**src/rtl/rob_walk_ctrl.sv**
```systemverilog
// rob_walk_ctrl
//   Rename-history buffer kept in ROB order plus the recovery sequencer that
//   feeds the speculative RAT. Every renamed instruction records
//   {need_to_wb, lrd, prd}, at most two per cycle, and entries retire at the
//   head at up to two per cycle. A flush runs OVERWRITE_RAT for one cycle
//   (the RAT restores from the arch RAT) and then WALKING, which replays the
//   surviving uncommitted renames oldest-first, two per cycle, before the
//   sequencer returns to IDLE.
//
// Ports
//   clock, reset_n               clock; asynchronous active-low reset
//   enq0_* / enq1_*              rename slots (slot 1 is program-younger)
//   enq_ready                    IDLE and at least two free entries
//   enq_tail_ptr                 pointer that slot 0 will occupy (robid)
//   commit_cnt                   entries retired at the head this cycle (0..2)
//   flush_valid, flush_ptr       squash everything from flush_ptr to the tail
//   rob_state                    0 IDLE, 1 OVERWRITE_RAT, 2 WALKING
//   rob_walk0_* / rob_walk1_*    registered walk slots, slot 0 older
//   walk_busy                    rob_state != IDLE
module rob_walk_ctrl #(
  parameter int unsigned ROB_DEPTH = 64,
  parameter int unsigned PREG_W    = 6,
  parameter int unsigned LREG_W    = 5,
  parameter int unsigned PTR_W     = $clog2(ROB_DEPTH) + 1
) (
  input  logic              clock,
  input  logic              reset_n,
  input  logic              enq0_valid,
  input  logic              enq0_need_to_wb,
  input  logic [LREG_W-1:0] enq0_lrd,
  input  logic [PREG_W-1:0] enq0_prd,
  input  logic              enq1_valid,
  input  logic              enq1_need_to_wb,
  input  logic [LREG_W-1:0] enq1_lrd,
  input  logic [PREG_W-1:0] enq1_prd,
  output logic              enq_ready,
  output logic [PTR_W-1:0]  enq_tail_ptr,
  input  logic [1:0]        commit_cnt,
  input  logic              flush_valid,
  input  logic [PTR_W-1:0]  flush_ptr,
  output logic [1:0]        rob_state,
  output logic              rob_walk0_valid,
  output logic [LREG_W-1:0] rob_walk0_lrd,
  output logic [PREG_W-1:0] rob_walk0_prd,
  output logic              rob_walk1_valid,
  output logic [LREG_W-1:0] rob_walk1_lrd,
  output logic [PREG_W-1:0] rob_walk1_prd,
  output logic              walk_busy
);

  localparam int unsigned      IDX_W      = PTR_W - 1;
  localparam logic [PTR_W-1:0] PTR_ONE    = PTR_W'(1);
  localparam logic [PTR_W-1:0] PTR_TWO    = PTR_W'(2);
  localparam logic [PTR_W-1:0] CNT_ROOM_2 = PTR_W'(ROB_DEPTH - 2);

  typedef enum logic [1:0] {
    ST_IDLE          = 2'd0,
    ST_OVERWRITE_RAT = 2'd1,
    ST_WALKING       = 2'd2
  } state_e;

  typedef struct packed {
    logic              need_to_wb;
    logic [LREG_W-1:0] lrd;
    logic [PREG_W-1:0] prd;
  } entry_t;

  entry_t hist_mem [ROB_DEPTH];

  state_e            state_q, state_d;
  logic [PTR_W-1:0]  head_q, head_d;
  logic [PTR_W-1:0]  tail_q, tail_d;
  logic [PTR_W-1:0]  walk_ptr_q, walk_ptr_d;
  logic [PTR_W-1:0]  walk_end_q, walk_end_d;
  logic              walk0_valid_q, walk0_valid_d;
  logic [LREG_W-1:0] walk0_lrd_q, walk0_lrd_d;
  logic [PREG_W-1:0] walk0_prd_q, walk0_prd_d;
  logic              walk1_valid_q, walk1_valid_d;
  logic [LREG_W-1:0] walk1_lrd_q, walk1_lrd_d;
  logic [PREG_W-1:0] walk1_prd_q, walk1_prd_d;

  logic [PTR_W-1:0]  count;
  logic [PTR_W-1:0]  head_commit;
  logic [PTR_W-1:0]  tail_plus1;
  logic [PTR_W-1:0]  walk_next1;
  logic              enq_fire;
  entry_t            ent0, ent1;

  assign count       = tail_q - head_q;
  assign head_commit = head_q + PTR_W'(commit_cnt);
  assign tail_plus1  = tail_q + PTR_ONE;
  // A flush in IDLE takes priority over enqueue in the same cycle.
  assign enq_fire    = (state_q == ST_IDLE) && !flush_valid;

  // Storage contents are don't-care after reset, so no reset term here.
  always_ff @(posedge clock) begin
    if (enq_fire && enq0_valid) begin
      hist_mem[tail_q[IDX_W-1:0]] <= '{need_to_wb: enq0_need_to_wb,
                                       lrd: enq0_lrd, prd: enq0_prd};
    end
    if (enq_fire && enq1_valid) begin
      hist_mem[tail_plus1[IDX_W-1:0]] <= '{need_to_wb: enq1_need_to_wb,
                                           lrd: enq1_lrd, prd: enq1_prd};
    end
  end

  always_comb begin
    state_d       = state_q;
    head_d        = head_q;
    tail_d        = tail_q;
    walk_ptr_d    = walk_ptr_q;
    walk_end_d    = walk_end_q;
    walk0_valid_d = 1'b0;
    walk0_lrd_d   = '0;
    walk0_prd_d   = '0;
    walk1_valid_d = 1'b0;
    walk1_lrd_d   = '0;
    walk1_prd_d   = '0;
    walk_next1    = '0;
    ent0          = '0;
    ent1          = '0;

    unique case (state_q)
      ST_IDLE: begin
        head_d = head_commit;
        if (flush_valid) begin
          state_d    = ST_OVERWRITE_RAT;
          walk_ptr_d = head_commit;
          walk_end_d = flush_ptr;
        end else begin
          tail_d = tail_q + PTR_W'(enq0_valid) + PTR_W'(enq1_valid);
        end
      end
      ST_OVERWRITE_RAT: begin
        if (walk_ptr_q == walk_end_q) begin
          state_d = ST_IDLE;
          tail_d  = walk_end_q;
        end else begin
          state_d = ST_WALKING;
        end
      end
      ST_WALKING: begin
        if ((walk_ptr_q + PTR_ONE) != walk_end_q) walk_ptr_d = walk_ptr_q + PTR_TWO;
        else                                      walk_ptr_d = walk_ptr_q + PTR_ONE;
        if (walk_ptr_d == walk_end_q) begin
          state_d = ST_IDLE;
          tail_d  = walk_end_q;
        end
      end
      default: begin
        state_d = ST_IDLE;
      end
    endcase

    // Walk slots are registered: the pair shown in a WALKING cycle is looked
    // up one edge early from the walk pointer that cycle will hold.
    if (state_d == ST_WALKING) begin
      walk_next1    = walk_ptr_d + PTR_ONE;
      ent0          = hist_mem[walk_ptr_d[IDX_W-1:0]];
      ent1          = hist_mem[walk_next1[IDX_W-1:0]];
      walk0_valid_d = ent0.need_to_wb;
      walk0_lrd_d   = ent0.lrd;
      walk0_prd_d   = ent0.prd;
      if (walk_next1 != walk_end_d) begin
        walk1_valid_d = ent1.need_to_wb;
        walk1_lrd_d   = ent1.lrd;
        walk1_prd_d   = ent1.prd;
      end
    end
  end

  always_ff @(posedge clock or negedge reset_n) begin
    if (!reset_n) begin
      state_q       <= ST_IDLE;
      head_q        <= '0;
      tail_q        <= '0;
      walk_ptr_q    <= '0;
      walk_end_q    <= '0;
      walk0_valid_q <= 1'b0;
      walk0_lrd_q   <= '0;
      walk0_prd_q   <= '0;
      walk1_valid_q <= 1'b0;
      walk1_lrd_q   <= '0;
      walk1_prd_q   <= '0;
    end else begin
      state_q       <= state_d;
      head_q        <= head_d;
      tail_q        <= tail_d;
      walk_ptr_q    <= walk_ptr_d;
      walk_end_q    <= walk_end_d;
      walk0_valid_q <= walk0_valid_d;
      walk0_lrd_q   <= walk0_lrd_d;
      walk0_prd_q   <= walk0_prd_d;
      walk1_valid_q <= walk1_valid_d;
      walk1_lrd_q   <= walk1_lrd_d;
      walk1_prd_q   <= walk1_prd_d;
    end
  end

  assign rob_state       = state_q;
  assign walk_busy       = (state_q != ST_IDLE);
  assign enq_ready       = (state_q == ST_IDLE) && (count <= CNT_ROOM_2);
  assign enq_tail_ptr    = tail_q;
  assign rob_walk0_valid = walk0_valid_q;
  assign rob_walk0_lrd   = walk0_lrd_q;
  assign rob_walk0_prd   = walk0_prd_q;
  assign rob_walk1_valid = walk1_valid_q;
  assign rob_walk1_lrd   = walk1_lrd_q;
  assign rob_walk1_prd   = walk1_prd_q;

endmodule

```
**config.mk**
```make
export PLATFORM = sky130hd
export DESIGN_NAME = rob_walk_ctrl
export DESIGN_NICKNAME = d
export VERILOG_FILES = /design/src/rtl/rob_walk_ctrl.sv
export SDC_FILE = /design/constraint.sdc
export NUM_CORES = 2
export LEC_CHECK = 0
export BUFFER_PORTS_ARGS = -buffer_cell sky130_fd_sc_hd__clkbuf_2
export CAP_MARGIN = 20
export CORE_MARGIN = 4
export CORE_UTILIZATION = 50
export DETAILED_ROUTE_END_ITERATION = 12
export PLACE_DENSITY = 0.66
export SETUP_SLACK_MARGIN = 0.4
export SYNTH_ARGS = -nofsm -noshare
export SYNTH_HDL_FRONTEND = slang
export SYNTH_SLANG_ARGS = --single-unit
```
**constraint.sdc**
```tcl
create_clock -name clock -period 7.7 [get_ports clock]
set_clock_uncertainty 0.2 [all_clocks]
set_input_delay 0.77 -clock clock [delete_from_list [all_inputs] [get_ports clock]]
set_output_delay 0.77 -clock clock [all_outputs]
set_load 0.02 [all_outputs]
```
# Yosys cells after proc, flatten, opt, wreduce, memory -nomap -nowiden
# Memories as Yosys holds them, arrays and structs flattened.
# Cells that the tools add are included.
[word_totals]
output_inout_bits = 35
ff_bits = 54
input_bits = 38
ramBits = 768
elab_cells = 67
n_memories = 1
[classes]
magnitude_cmp = 1
eq_ne = 10
add_sub_neg = 8
mux = 27
reduce_logical = 9
[mem_list]
columns = ["name", "depth", "word_bits", "rd", "rd_clocked_by_memory_dff", "wr", "line_no", "source"]
rows = [
  ["hist_mem", 64, 12, 2, 0, 2, "68", "entry_t hist_mem [ROB_DEPTH];"],
]
[ops]
columns = ["operator", "n"]
rows = [
  ["$mux W7", 8],
  ["$pmux W7 S3", 1],
  ["$mux W6", 3],
  ["$mux W5", 3],
  ["$add A7 B1 Y7", 2],
  ["$add A7 B1 Y7 const B", 2],
  ["$eq A7 B7 Y1", 2],
  ["$ne A7 B7 Y1", 2],
  ["$pmux W7 S2", 1],
  ["$add A7 B2 Y7", 1],
  ["$add A7 B2 Y7 const B", 1],
  ["$le A7 B6 Y1 const B", 1],
  ["$mux W1", 7],
  ["$sub A7 B7 Y7", 1],
  ["$add A6 B1 Y6 const B", 1],
  ["$mux W2", 3],
  ["$ne A2 B2 Y1 const B", 3],
  ["$pmux W2 S3", 1],
  ["$eq A2 B2 Y1 const B", 2],
  ["$logic_and A1 B1 Y1", 4],
  ["$reduce_and A4 Y1", 1],
  ["$reduce_bool A3 Y1", 1],
  ["$eq A2 B1 Y1 const B", 1],
  ["$logic_not A2 Y1", 1],
  ["other kinds (2)", 2],
]

# Logic depth before layout (Yosys ltp)
[depth]
depth_word = 9
depth_mapped = 22
ltp_nobuf = 16

# Least setup slack after synthesis
# OpenSTA, ideal clock, no wires.
[synth_timing]
kind = "register to register"
from = "register walk_ptr_q[1]"
to = "register walk1_lrd_q[0], in the netlist rob_walk1_lrd[0]"
period_less_slack_ps = 5338
arrival_ps = 4991
path_stages_with_launch = 23
slack_ps = 2362
path_cell_list = "dfrtp_1 > ha_1 > and3_1 > a21oi_1 > or4_1 > clkbuf_2 > nor2_1 > o211a_2 > inv_2 > buf_4 > buf_4 > buf_2 > buf_2 > buf_2 > ha_1 > clkbuf_1 > clkbuf_1 > clkbuf_1 > mux4_2 > nand2_1 > a21oi_1 > nor4_1 > a311oi_1"
[synth_via]
elab_chain_len = 9
[synth_rtl]
columns = ["item", "line_no", "source"]
rows = [
  ["start: declaration", "73", "logic [PTR_W-1:0] walk_ptr_q, walk_ptr_d;"],
  ["start signal: assignment", "189", "walk_ptr_q <= walk_ptr_d;"],
  ["$add A7 B1 Y7 *", "143", "if ((walk_ptr_q + PTR_ONE) != walk_end_q) walk_ptr_d = walk_ptr_q + PTR_TWO;"],
  ["$ne A7 B7 Y1 *", "143", ""],
  ["$mux W7 *", "143", ""],
  ["$mux W7 *", "123", "unique case (state_q)"],
  ["$pmux W7 S2 *", "123", ""],
  ["via walk_ptr_d[0]", "73", ""],
  ["$add A7 B1 Y7 *", "158", "walk_next1 = walk_ptr_d + PTR_ONE;"],
  ["$mem_v2 Z64 W12 / $ne A7 B7 Y1 (equally long branches)", "-", ""],
  ["$mux W5 *", "164", "if (walk_next1 != walk_end_d) begin"],
  ["$mux W5 *", "157", "if (state_d == ST_WALKING) begin"],
  ["via walk1_lrd_d[0]", "79", "logic [LREG_W-1:0] walk1_lrd_q, walk1_lrd_d;"],
  ["end signal: assignment", "195", "walk1_lrd_q <= walk1_lrd_d;"],
  ["end: declaration", "79", ""],
]
# The timed path passes the listed nets; every way through them passes the cells marked *. The select of a mux whose other input is x is not followed.
# A chain may end at the register's enable or synchronous reset.

# Worst setup path in the final report
[layout_timing]
from = "register walk_ptr_q[0]"
to = "register walk1_lrd_q[1], in the netlist rob_walk1_lrd[1]"
[layout_via]
elab_chain_len = 9
[layout_rtl]
columns = ["item", "line_no"]
rows = [
  ["$add A7 B1 Y7", "143, 144"],
  ["$ne A7 B7 Y1", "143"],
  ["$mux W7", "143"],
  ["$mux W7", "123"],
  ["$pmux W7 S2 / $eq A7 B7 Y1 (equally long branches)", "123, 145"],
  ["$add A7 B1 Y7 / $mux W2 (equally long branches)", "158, 145"],
  ["$mem_v2 Z64 W12, or another cell as far along", "-"],
  ["$mux W5 / $eq A2 B2 Y1 (equally long branches)", "164, 157"],
  ["$mux W5 *", "157"],
  ["via walk1_lrd_d[1]", "79"],
]
# Marked as above.

==> impl_metrics.ini <==
[global_routing]
grt_pass1_vias = 35500
met3_usage = 0.0862
grt_overflow_total = 0
grt_max_degree = 162
busiest_layer = met2
grt_antenna_before_repair = 1
grt_pass1_wl_um = 253000
met1_usage = 0.445
grt_use_total = 0.320
use_met2 = 0.481

[route]
vias = 37900
vias_per_cell = 6.79
initialDrtViolationCount = 5471
ant_nets = 0
firstDrtPassIters = 6
drt_wl_total_um = 174000
drc = 0
wire_per_inst_um = 31.2

[sta]
rsz0062_at_grt = false
min_period_ps = 6700
slew_viol_final = 0
hold_viol = 0
period_share = 0.870
fmax_mhz = 149
relSlewSlack = 0.208
setup_tns_ps = 0
setup_viol_count_final = 0
tightestPinTransition_ps = 1180

[worst_setup_path]
critical_path_class = reg -> reg
required_ps = 8050
start_kind = flop
crit_path_end_kind = flop
cp_max_fo = 99
r2r_cells = 16
critPathArrivalTime_ps = 7050

[yosys]
syn_avg_cell_area_um2 = 11.6
synth_top_flop_cell = edfxtp_1
synthCells = 4364
netlist-cell-type-count = 76
synth_edf_count = 768
yosys-top-cells-area = edfxtp_1 (46%), mux2_2 (17%), mux4_2 (9.5%)
syn_area_mm2 = 0.0505
synth_common_cells = nand2_1 (813), mux2_2 (775), edfxtp_1 (768)
synth_area_leader_cell = edfxtp_1
yosysSeqAreaShare = 0.483
postSynth.asyncResetShare = 0.0657
synth_nets = 4422
synth_top_area_frac = 0.457
synth-seq-cells = 822
synth_most_common_cell = nand2_1
yosysWarnings = 0

[clock_network]
cts_buffer_depth = 3
cts_tree = done
htreeDepth = 3
numCtsBuffers = 90
cts_setup_buffers = 0
clkSlewWorstSetupHoldPaths_ps = 60
cts_resized = 0
cts_hold_buf = 0
clock_latency_ps = 650
clockRootBuffer = clkbuf_16
numClockSinks = 822

[final_layout]
area_growth_syn_to_layout_pct = 8.74
fin_util = 0.548
drive_gt1_frac = 0.328
nets = 4274

[die]
core_mm2 = 0.100
die_h_um = 326
rows = 116
start_util = 0.504
ios = 73
die_area_mm2 = 0.106
die_w_um = 326

[placement]
dp_hpwl_um = 108000
gp_congestion = 0.962
port_buffers = 72

[run]
maxCapViolCount = 0

[hold_path]
hold_path_class = in -> async

[status]
outcome = finished clean
==> metal layers <==
layer  vias to the layer above  share of wire
met4                         0          0.045
met5                         -              0
met1                     19100           0.38
met3                       379           0.13
met2                      2530           0.44
li1                      15900              -
==> kinds of logic (layout without fill, tap and decap cells) <==
group | Yosys count | in the layout | share of synthesized area
fa+ha+maj | 20 | 20 | 0.00540
other cells | 0 | 1 | 0
simple gates | 1432 | 1432 | 0.119
mux | 1066 | 1066 | 0.283
xor+xnor | 47 | 47 | 0.00942
buf+inv | 508 | 429 | 0.0408
flops | 822 | 822 | 0.483
compound gates | 469 | 469 | 0.0591
==> cell type report <==
class                           count  area [um^2]
Tap cell                         1298         1620
Sequential cell                   822        24400
Antenna cell                        1         2.50
Multi-Input combinational cell   3034        24200
Inverter                           27          119
Timing Repair Buffer              241         1740
Clock buffer                      117         2420
Clock inverter                     44          409
Fill cell                        8292        45200
==> critical path: stages, from the launching register on <==
cell,delay (ps)
dfrtp_1,550
ha_1,290
and3_1,230
a21oi_1,90
or4_1,710
nor2_1,290
o211a_4,600
inv_8,360
ha_4,320
inv_1,110
o32ai_1,100
o21ai_2,320
xor2_2,690
nand2_1,500
a21oi_1,820
nor4_1,100
a311oi_1,250
==> final timing paths <==
| path | from | slack (ps) | end |
|---|---|---|---|
| max reg2reg | walk_ptr_q[0] | 1000 | rob_walk1_lrd[1] |
| min | reset_n | 90 | rob_state[1] |
| max | walk_ptr_q[0] | 1000 | rob_walk1_lrd[1] |
| min in group clock | flush_ptr[6] | 210 | walk_end_q[6] |
| min reg2reg | head_q[5] | 330 | head_q[5] |
| max in group asynchronous | reset_n | 6630 | rob_walk0_prd[5] |
==> flip-flops by register name, summed over array words and instances (netlist names) <==
| name | cells |
|---|---|
| enq_tail_ptr | 7 |
| rob_walk1_prd | 6 |
| rob_walk1_valid | 1 |
| walk_end_q | 7 |
| rob_walk0_valid | 1 |
| rob_walk1_lrd | 5 |
| walk_ptr_q | 7 |
| rob_walk0_prd | 6 |
| hist_mem | 768 |
| rob_state | 2 |
| rob_walk0_lrd | 5 |
| head_q | 7 |
==> stage by stage <==
step	worst slack (ps)	cell area (um^2)	hold slack, ps	std cells
3_5_place_dp	1230	52000	332	5417
4_1_cts	1200	54900	115	5578
6_report	1000	54900	92.5	5584
2_1_floorplan	2360	50500	274	4364
3_3_place_gp	940	52000	315	5412
5_1_grt	683	54900	134	5583
==> cell usage in the layout, fill, tap and decap left out, types with 27 or more instances in the layout <==
cell / instances
a21oi_1: 53
a32oi_1: 27
buf_4: 156
clkbuf_16: 91
clkbuf_2: 72
dfrtp_1: 54
edfxtp_1: 768
mux2_2: 775
mux2i_1: 79
mux4_2: 212
nand2_1: 811
nand3_1: 260
nor2_1: 250
o21ai_0: 159
o22ai_1: 79
xnor2_1: 29
Power is left out: the tool's default activity adds up to more than one toggle a clock period on the data nets, which glitch-free logic cannot reach.
